File: config.mk
export PLATFORM = sky130hd
export DESIGN_NAME = conv_encoder_sys
export DESIGN_NICKNAME = d
export VERILOG_FILES = /design/src/rtl/conv_encoder_sys.sv
export SDC_FILE = /design/constraint.sdc
export NUM_CORES = 1
export LEC_CHECK = 0
export ABC_AREA = 1
export CAP_MARGIN = 20
export CORE_MARGIN = 2
export CORE_UTILIZATION = 50
export CTS_BUF_LIST = sky130_fd_sc_hd__clkbuf_16
export DETAILED_ROUTE_END_ITERATION = 10
export PLACE_DENSITY = 0.75
export SETUP_SLACK_MARGIN = 0.1
export SLEW_MARGIN = 10
export SYNTH_ARGS = -nofsm -noshare
export SYNTH_HDL_FRONTEND = slang
export SYNTH_SLANG_ARGS = --single-unit
File: constraint.sdc
create_clock -name clk -period 2 [get_ports clk]
set_clock_uncertainty 0.2 [all_clocks]
set_input_delay 0.4 -clock clk [delete_from_list [all_inputs] [get_ports clk]]
set_output_delay 0.4 -clock clk [all_outputs]
set_load 0.01 [all_outputs]
File: src/rtl/conv_encoder_sys.sv
// Rate-1/2 convolutional encoder with per-frame constraint length K = 3..6.
// Each frame is FRAME_LEN symbols: data symbols followed by K-1 zero-flush tail symbols.
module conv_encoder_sys #(
    parameter int unsigned FRAME_LEN = 15,
    parameter int unsigned MAX_K     = 6
) (
    input  logic       clk,
    input  logic       rst_n,
    input  logic       start,
    input  logic [2:0] choose_constraint_length,
    input  logic       in_bit,
    input  logic       in_valid,
    output logic       in_ready,
    output logic [1:0] encoded_bits,
    output logic       out_valid,
    input  logic       out_ready,
    output logic       out_last,
    output logic       busy
);

    localparam int unsigned SrW  = MAX_K - 1;
    localparam int unsigned CntW = $clog2(FRAME_LEN + 1);

    typedef enum logic [1:0] {
        StIdle,
        StData,
        StFlush,
        StDrain
    } state_e;

    state_e          state_q, state_d;
    logic [SrW-1:0]  sr_q, sr_d;
    logic [CntW-1:0] sym_cnt_q, sym_cnt_d;
    logic [2:0]      k_q, k_d;
    logic [1:0]      enc_q, enc_d;
    logic            out_valid_q, out_valid_d;
    logic            out_last_q, out_last_d;

    logic             slot_free;
    logic             frame_start;
    logic             data_fire;
    logic             flush_fire;
    logic             emit;
    logic             cur_bit;
    logic [2:0]       k_sel;
    logic [MAX_K-1:0] poly0;
    logic [MAX_K-1:0] poly1;
    logic [MAX_K-1:0] window;
    logic [SrW-1:0]   sr_shift;
    logic             g0;
    logic             g1;
    logic [CntW-1:0]  data_last_idx;
    logic [CntW-1:0]  frame_last_idx;

    assign slot_free = !out_valid_q || out_ready;

    // Unsupported K selections fall back to K=3.
    always_comb begin
        k_sel = 3'd3;
        case (choose_constraint_length)
            3'd3, 3'd4, 3'd5, 3'd6: k_sel = choose_constraint_length;
            default:                k_sel = 3'd3;
        endcase
    end

    // Generator taps: MSB multiplies the current input, LSB the oldest stored bit.
    always_comb begin
        poly0 = MAX_K'(6'o07);
        poly1 = MAX_K'(6'o05);
        case (k_q)
            3'd4: begin
                poly0 = MAX_K'(6'o15);
                poly1 = MAX_K'(6'o17);
            end
            3'd5: begin
                poly0 = MAX_K'(6'o23);
                poly1 = MAX_K'(6'o35);
            end
            3'd6: begin
                poly0 = MAX_K'(6'o53);
                poly1 = MAX_K'(6'o75);
            end
            default: begin
                poly0 = MAX_K'(6'o07);
                poly1 = MAX_K'(6'o05);
            end
        endcase
    end

    // Bits of sr above K-2 are always zero, so the window is the current bit at
    // position K-1 OR-ed over the whole register.
    assign cur_bit  = (state_q == StData) && in_bit;
    assign window   = (MAX_K'(cur_bit) << (k_q - 3'd1)) | MAX_K'(sr_q);
    assign sr_shift = (sr_q >> 1) | (SrW'(cur_bit) << (k_q - 3'd2));
    assign g0       = ^(window & poly0);
    assign g1       = ^(window & poly1);

    assign data_last_idx  = CntW'(FRAME_LEN) - CntW'(k_q);
    assign frame_last_idx = CntW'(FRAME_LEN - 1);

    // FSM: state register
    always_ff @(posedge clk or negedge rst_n) begin
        if (!rst_n) begin
            state_q <= StIdle;
        end else begin
            state_q <= state_d;
        end
    end

    // FSM: next state
    always_comb begin
        state_d = state_q;
        unique case (state_q)
            StIdle:  if (start) state_d = StData;
            StData:  if (data_fire && (sym_cnt_q == data_last_idx)) state_d = StFlush;
            StFlush: if (flush_fire && (sym_cnt_q == frame_last_idx)) state_d = StDrain;
            StDrain: if (out_valid_q && out_ready) state_d = StIdle;
            default: state_d = StIdle;
        endcase
    end

    // FSM: outputs and per-state strobes
    always_comb begin
        in_ready    = 1'b0;
        busy        = 1'b1;
        frame_start = 1'b0;
        flush_fire  = 1'b0;
        unique case (state_q)
            StIdle: begin
                busy        = 1'b0;
                frame_start = start;
            end
            StData:  in_ready = slot_free;
            StFlush: flush_fire = slot_free;
            StDrain: busy = 1'b1;
            default: busy = 1'b1;
        endcase
    end

    assign data_fire = in_valid && in_ready;
    assign emit      = data_fire || flush_fire;

    // Datapath next state; a stalled slot leaves sr, count and output untouched.
    always_comb begin
        sr_d        = sr_q;
        sym_cnt_d   = sym_cnt_q;
        k_d         = k_q;
        enc_d       = enc_q;
        out_valid_d = out_valid_q;
        out_last_d  = out_last_q;
        if (frame_start) begin
            k_d       = k_sel;
            sr_d      = '0;
            sym_cnt_d = '0;
        end else if (emit) begin
            sr_d        = sr_shift;
            sym_cnt_d   = sym_cnt_q + CntW'(1);
            enc_d       = {g0, g1};
            out_valid_d = 1'b1;
            out_last_d  = (sym_cnt_q == frame_last_idx);
        end else if (out_ready) begin
            out_valid_d = 1'b0;
            out_last_d  = 1'b0;
        end
    end

    always_ff @(posedge clk or negedge rst_n) begin
        if (!rst_n) begin
            sr_q        <= '0;
            sym_cnt_q   <= '0;
            k_q         <= 3'd3;
            enc_q       <= 2'b00;
            out_valid_q <= 1'b0;
            out_last_q  <= 1'b0;
        end else begin
            sr_q        <= sr_d;
            sym_cnt_q   <= sym_cnt_d;
            k_q         <= k_d;
            enc_q       <= enc_d;
            out_valid_q <= out_valid_d;
            out_last_q  <= out_last_d;
        end
    end

    assign encoded_bits = enc_q;
    assign out_valid    = out_valid_q;
    assign out_last     = out_last_q;

endmodule

After elaboration in Yosys (flattened, before gate mapping)
Cells that the tools add are included.
Widths: inputs -> output; s select.
- add/subtract/negate cells: 4
- $mul: 0
- div/mod/pow operators: 0
- $lt $le $gt $ge: 0
- eq/ne operators: 16
- shifts and indexed selects: 2
- muxes and demuxes: 19
- bitwise gates (word level): 5
- reduce and logical (&&, ||, !) cells: 17
- operators by type and width (cell ; number):
    $pmux 6 s3 ; 2
    $eq 3x3->1 const B ; 6
    $and 6x6->6 ; 2
    $reduce_xor 6->1 ; 2
    $mux 5 ; 2
    $mux 2 ; 4
    $mux 4 ; 2
    $pmux 2 s4 ; 1
    $mux 1 ; 7
    $ne 2x2->1 const B ; 3
    $or 6x5->6 ; 1
    $shl 1x3->6 ; 1
    $logic_and 1x1->1 ; 5
    $or 4x5->5 ; 1
    $shl 1x3->5 ; 1
    $add 4x1->4 const B ; 1
    $eq 2x2->1 const B ; 2
    $eq 4x4->1 ; 1
    $eq 4x4->1 const B ; 1
    $reduce_and 2->1 ; 2
    $reduce_and 4->1 ; 1
    $reduce_bool 2->1 ; 2
    $reduce_or 4->1 ; 1
    $sub 4x3->4 const A ; 1
    other kinds (10) ; 11
- register bits: 18
- bits in latches: 0
- RAM bits: 0
- memory bits (read-only): 0
- bits of input ports: 9
- output and inout port bits: 6
- word-level logic and storage cells: 70
- memories: 0

Logic depth before layout (Yosys ltp)
- depth after elaboration: 7
- gate-level depth with buffers: 16
- gate-level depth less buffers: 16

Worst setup path after synthesis
Ideal clock, no wire load.
- kind: register to register
- from: reg k_q[0]
- to: reg enc_q[0], in the netlist encoded_bits[0]
- arrival: 1793 ps
- required time: 1684 ps
- path slack: -110 ps
- stages on the path, launching flop included: 16
- path buffers: 0
- period minus slack after synthesis: 2110 ps
- cells stage by stage: dfstp_2 inv_1 ha_1 inv_1 nor2_4 nand2_2 nand2_4 nand2_2 nand2_1 nand2_1 nand2_1 nand2_1 nand2_1 nand2_1 nand2_1 nand2_1
- longest elaborated chain between the ends: 5
- elaborated cells on any way between the ends: 9
- ends and longest elaborated chain (what ; line ; RTL):
    start, declared ; 34 ; logic [2:0] k_q, k_d;
    start signal, assigned ; 178 ; k_q <= k_d;
    $sub 3x1->3 ; 93 ; assign window = (MAX_K'(cur_bit) << (k_q - 3'd1)) | MAX_K'(sr_q);
    $shl 1x3->6 ; 93 ;
    $or 6x5->6 ; 93 ;
    $and 6x6->6 (*) ; 96 ; assign g1 = ^(window & poly1);
    $reduce_xor 6->1 (*) ; 96 ;
    end signal, assigned ; 179 ; enc_q <= enc_d;
    end, declared ; 35 ; logic [1:0] enc_q, enc_d;
Mark *: on every way between the ends. The rest lies on a longest branch, timed or not.
A chain may end at the register's enable or synchronous reset.

Worst setup path in the final report
Same ends and word-level chain as after synthesis.

==> results.yml <==
run_status:
  outcome: "finished, violations left"
  violations: "negative setup slack"
synth:
  ys_top_cells_by_area: "dfrtp_1 (28%), nand2_1 (18%), ha_1 (9.7%)"
  synth_ff_type: "dfrtp_1"
  synth_seq_cells: 18
  yosys-mux-area-fraction: 0
  synth_area_um2: 1423
  synth_xor_area_frac: 0.006157
  yosysWarnings: 0
  synth_top_area_cell: "dfrtp_1"
  synthArstFlopShare: 1.000
  synth-compound-area-share: 0.1170
  yosys.area_share.simple: 0.3720
  synth_cells: 207
  synth_top_family_by_area: "simple AND/OR/NAND/NOR gates"
  yosysMostFrequentCell: "nand2_1"
  yosys-top-cells-count: "nand2_1 (69), inv_1 (27), nand3_1 (19), dfrtp_1 (16)"
  syn_avg_cell_area_um2: 6.873
  synth-adder-area-share: 0.09675
  ys_types: 26
  mappedNetlistNets: 227
  synth_top_area_share: 0.2814
  synth_edf_count: 0
  seq_area_frac_synth: 0.3184
timing:
  setup_viol: 2
  tightest_slew_ns: 0.3577
  rsz0062_at_grt: "yes"
  setup_slack_ns: -0.05501
  max_freq_mhz: 486.6
  fin_crit_sh: 1.028
  finalHoldViolations: 0
  period_needed_ns: 2.055
  relSlewSlack: 0.7615
  slew_viol_final: 0
  holdWs_ns: 0.2667
drt:
  routed_via_density: 5.276
  drt_iter0_markers: 70
  finalWirelength_um: 3624
  drc: 0
  drtAntennaViolNets: 0
  vias: 1451
  drt-wirelength-per-cell_um: 13.18
  drt_first_pass_iters: 4
placed_design:
  placed_cell_area_um2: 1735
  io_buffers: 14
  place_congestion: 0.8422
  dp_hpwl_um: 2676
die:
  rows: 19
  die_area_um2: 3288
  coreArea_um2: 2734
  die_x_um: 57.34
  io-pin-count: 15
  die-height_um: 57.34
  initial_core_util: 0.5204
cts:
  htreeDepth: 1
  clkSinkCount: 18
  cts_tree: "done"
  cts_buffers: 3
  worstSkewPairLatency_ns: 0.25
  cts_root_buf: "clkbuf_16"
  hold_buffers: 0
  path_clk_slew_ns: 0.05
  cts_buffer_depth: 2
worst_setup_path:
  crit_chain: "inv_4, ha_4, inv_4, nand2_2, nand2_4, nand3_4, nand2_4, nand2_4, nand2_2, nand2_2, nand2_2, nand2_1, nand2_1, nand2_1, nand2_1, nand2_1"
  cp.arrival_ns: 2.00
  cp_slowest_cell: "dfstp_2"
  path_class: "flip-flop to flip-flop"
  critPathCaptureType: "flip-flop"
  cp_top_family: "simple AND/OR/NAND/NOR gates"
  cp-start-kind: "flip-flop"
  max_stage_delay_ns: 0.55
  cp.buffers_inverters: 2
  cp_common_cell: "nand2_1"
  cp_max_fo: 5
  required_ns: 1.94
pwr:
  p_int_mw: 1.480
  seqPwrFrac: 0.231
  comb_power_share: 0.620
  vdd.ir_drop.worst_uv: 1321
  p_leak_nw: 0.9641
  clkPwrFrac: 0.149
  p_per_area_nw_per_um2: 1390
  p_sw_frac: 0.4537
  p_switching_mw: 1.229
global_route:
  gr-usage-met2: 0.4399
  grt_antenna_before_repair: 0
  grtUsageMet3: 0.03628
  grt_max_degree: 19
  use_met1: 0.3038
  grt_pass1_wl_um: 6430
  grt_pass1_vias: 1477
  overflow: 0
  grt_busiest_layer: "met2"
  grt_util_all_layers: 0.2499
final_layout:
  nets: 265
  drive_above_1_share: 0.3033
  stdcell_area_um2: 1949
  fillerInstances: 215
  antennaDiodeCount: 0
  synthToLayoutAreaGrowth_pct: 37.03
  fin_util: 0.7130
  regArea_um2: 454.2
  multi_input_area_um2: 967.2
hold_path:
  hp-class: "input pin to async pin"
run:
  drv_cap: 0
-- layout make-up --
cell class / instances / share of cell area
Clock inverter: 1 / 0.001926
Sequential cell: 18 / 0.2330
Tap cell: 31 / 0.01990
Inverter: 30 / 0.06290
Clock buffer: 3 / 0.03851
Timing Repair Buffer: 35 / 0.1476
Multi-Input combinational cell: 157 / 0.4961
-- power groups by stage --
stage | Sequential (mW) | Combinational [mW] | Clock (mW)
6_report | 0.625 | 1.68 | 0.404
5_1_grt | 0.642 | 1.86 | 0.427
4_1_cts | 0.616 | 1.55 | 0.417
3_5_place_dp | 0.614 | 1.44 | 0
3_3_place_gp | 0.609 | 1.38 | 0
2_1_floorplan | 0.608 | 0.945 | 0
-- cells by family after synthesis --
| logic type | after synthesis |
|---|---|
| xor gates and xnor gates | 1 |
| AOI/OAI and AO/OA | 30 |
| adders and majority gates | 11 |
| buffers and inverters | 32 |
| DFF | 18 |
| and+or+nand+nor | 115 |
-- cells in the final DEF (no fill, tap or decap), drive strengths merged, types with 2 or more instances in the layout --
| cell | instances |
|---|---|
| a21oi | 11 |
| nor3 | 3 |
| dfrtp | 16 |
| clkdlybuf4s50 | 12 |
| buf | 23 |
| clkbuf | 3 |
| nand2 | 77 |
| dfstp | 2 |
| o21ai | 11 |
| nor2 | 11 |
| inv | 30 |
| nand3 | 22 |
| ha | 11 |
| o22ai | 5 |
-- flip-flops by register name, summed over array words and instances (netlist names) --
register,cells
sym_cnt_q,4
state_q,2
out_valid,1
sr_q,5
k_q,3
encoded_bits,2
out_last,1
-- what timing repair did --
item / 4_1_cts / 5_1_grt
gates resized for setup: 17 / 22
buffers inserted: 4 / 2
endpoints found under the setup margin: 4 / 15
pin swaps: 7 / 5
-- path summary, 6_finish.rpt --
check,start,to,slack (ns),cells after the start
setup / recovery,k_q[0]$_DFFE_PN1P_,encoded_bits[0]$_DFFE_PN0P_,-0.06,16
hold / removal,rst_n,state_q[0]$_DFFE_PN0P_,0.27,2
setup reg to reg,k_q[0]$_DFFE_PN1P_,encoded_bits[0]$_DFFE_PN0P_,-0.06,16
hold reg to reg,encoded_bits[0]$_DFFE_PN0P_,encoded_bits[0]$_DFFE_PN0P_,0.29,2
max in group asynchronous,rst_n,k_q[0]$_DFFE_PN1P_,1.08,2
min in group clk,encoded_bits[0]$_DFFE_PN0P_,encoded_bits[0]$_DFFE_PN0P_,0.29,2
-- metal layers --
metal	share of wire	up-vias
met3	0.021	8
met2	0.53	15
met5	0	-
li1	-	742
met1	0.43	686
met4	0.018	0
-- through the flow --
stage	power, mW	worst slack [ns]	TNS (ns)	std cells
floorplan	1.553	0.03952	0	207
global placement	1.994	-0.2544	-0.8887	265
detailed placement	2.057	-0.2577	-1.212	265
CTS	2.579	-0.04870	-0.05963	273
global route	2.933	-0.1566	-0.3081	275
finish	2.709	-0.05501	-0.07899	275
Power figures use the tool's default switching activity.
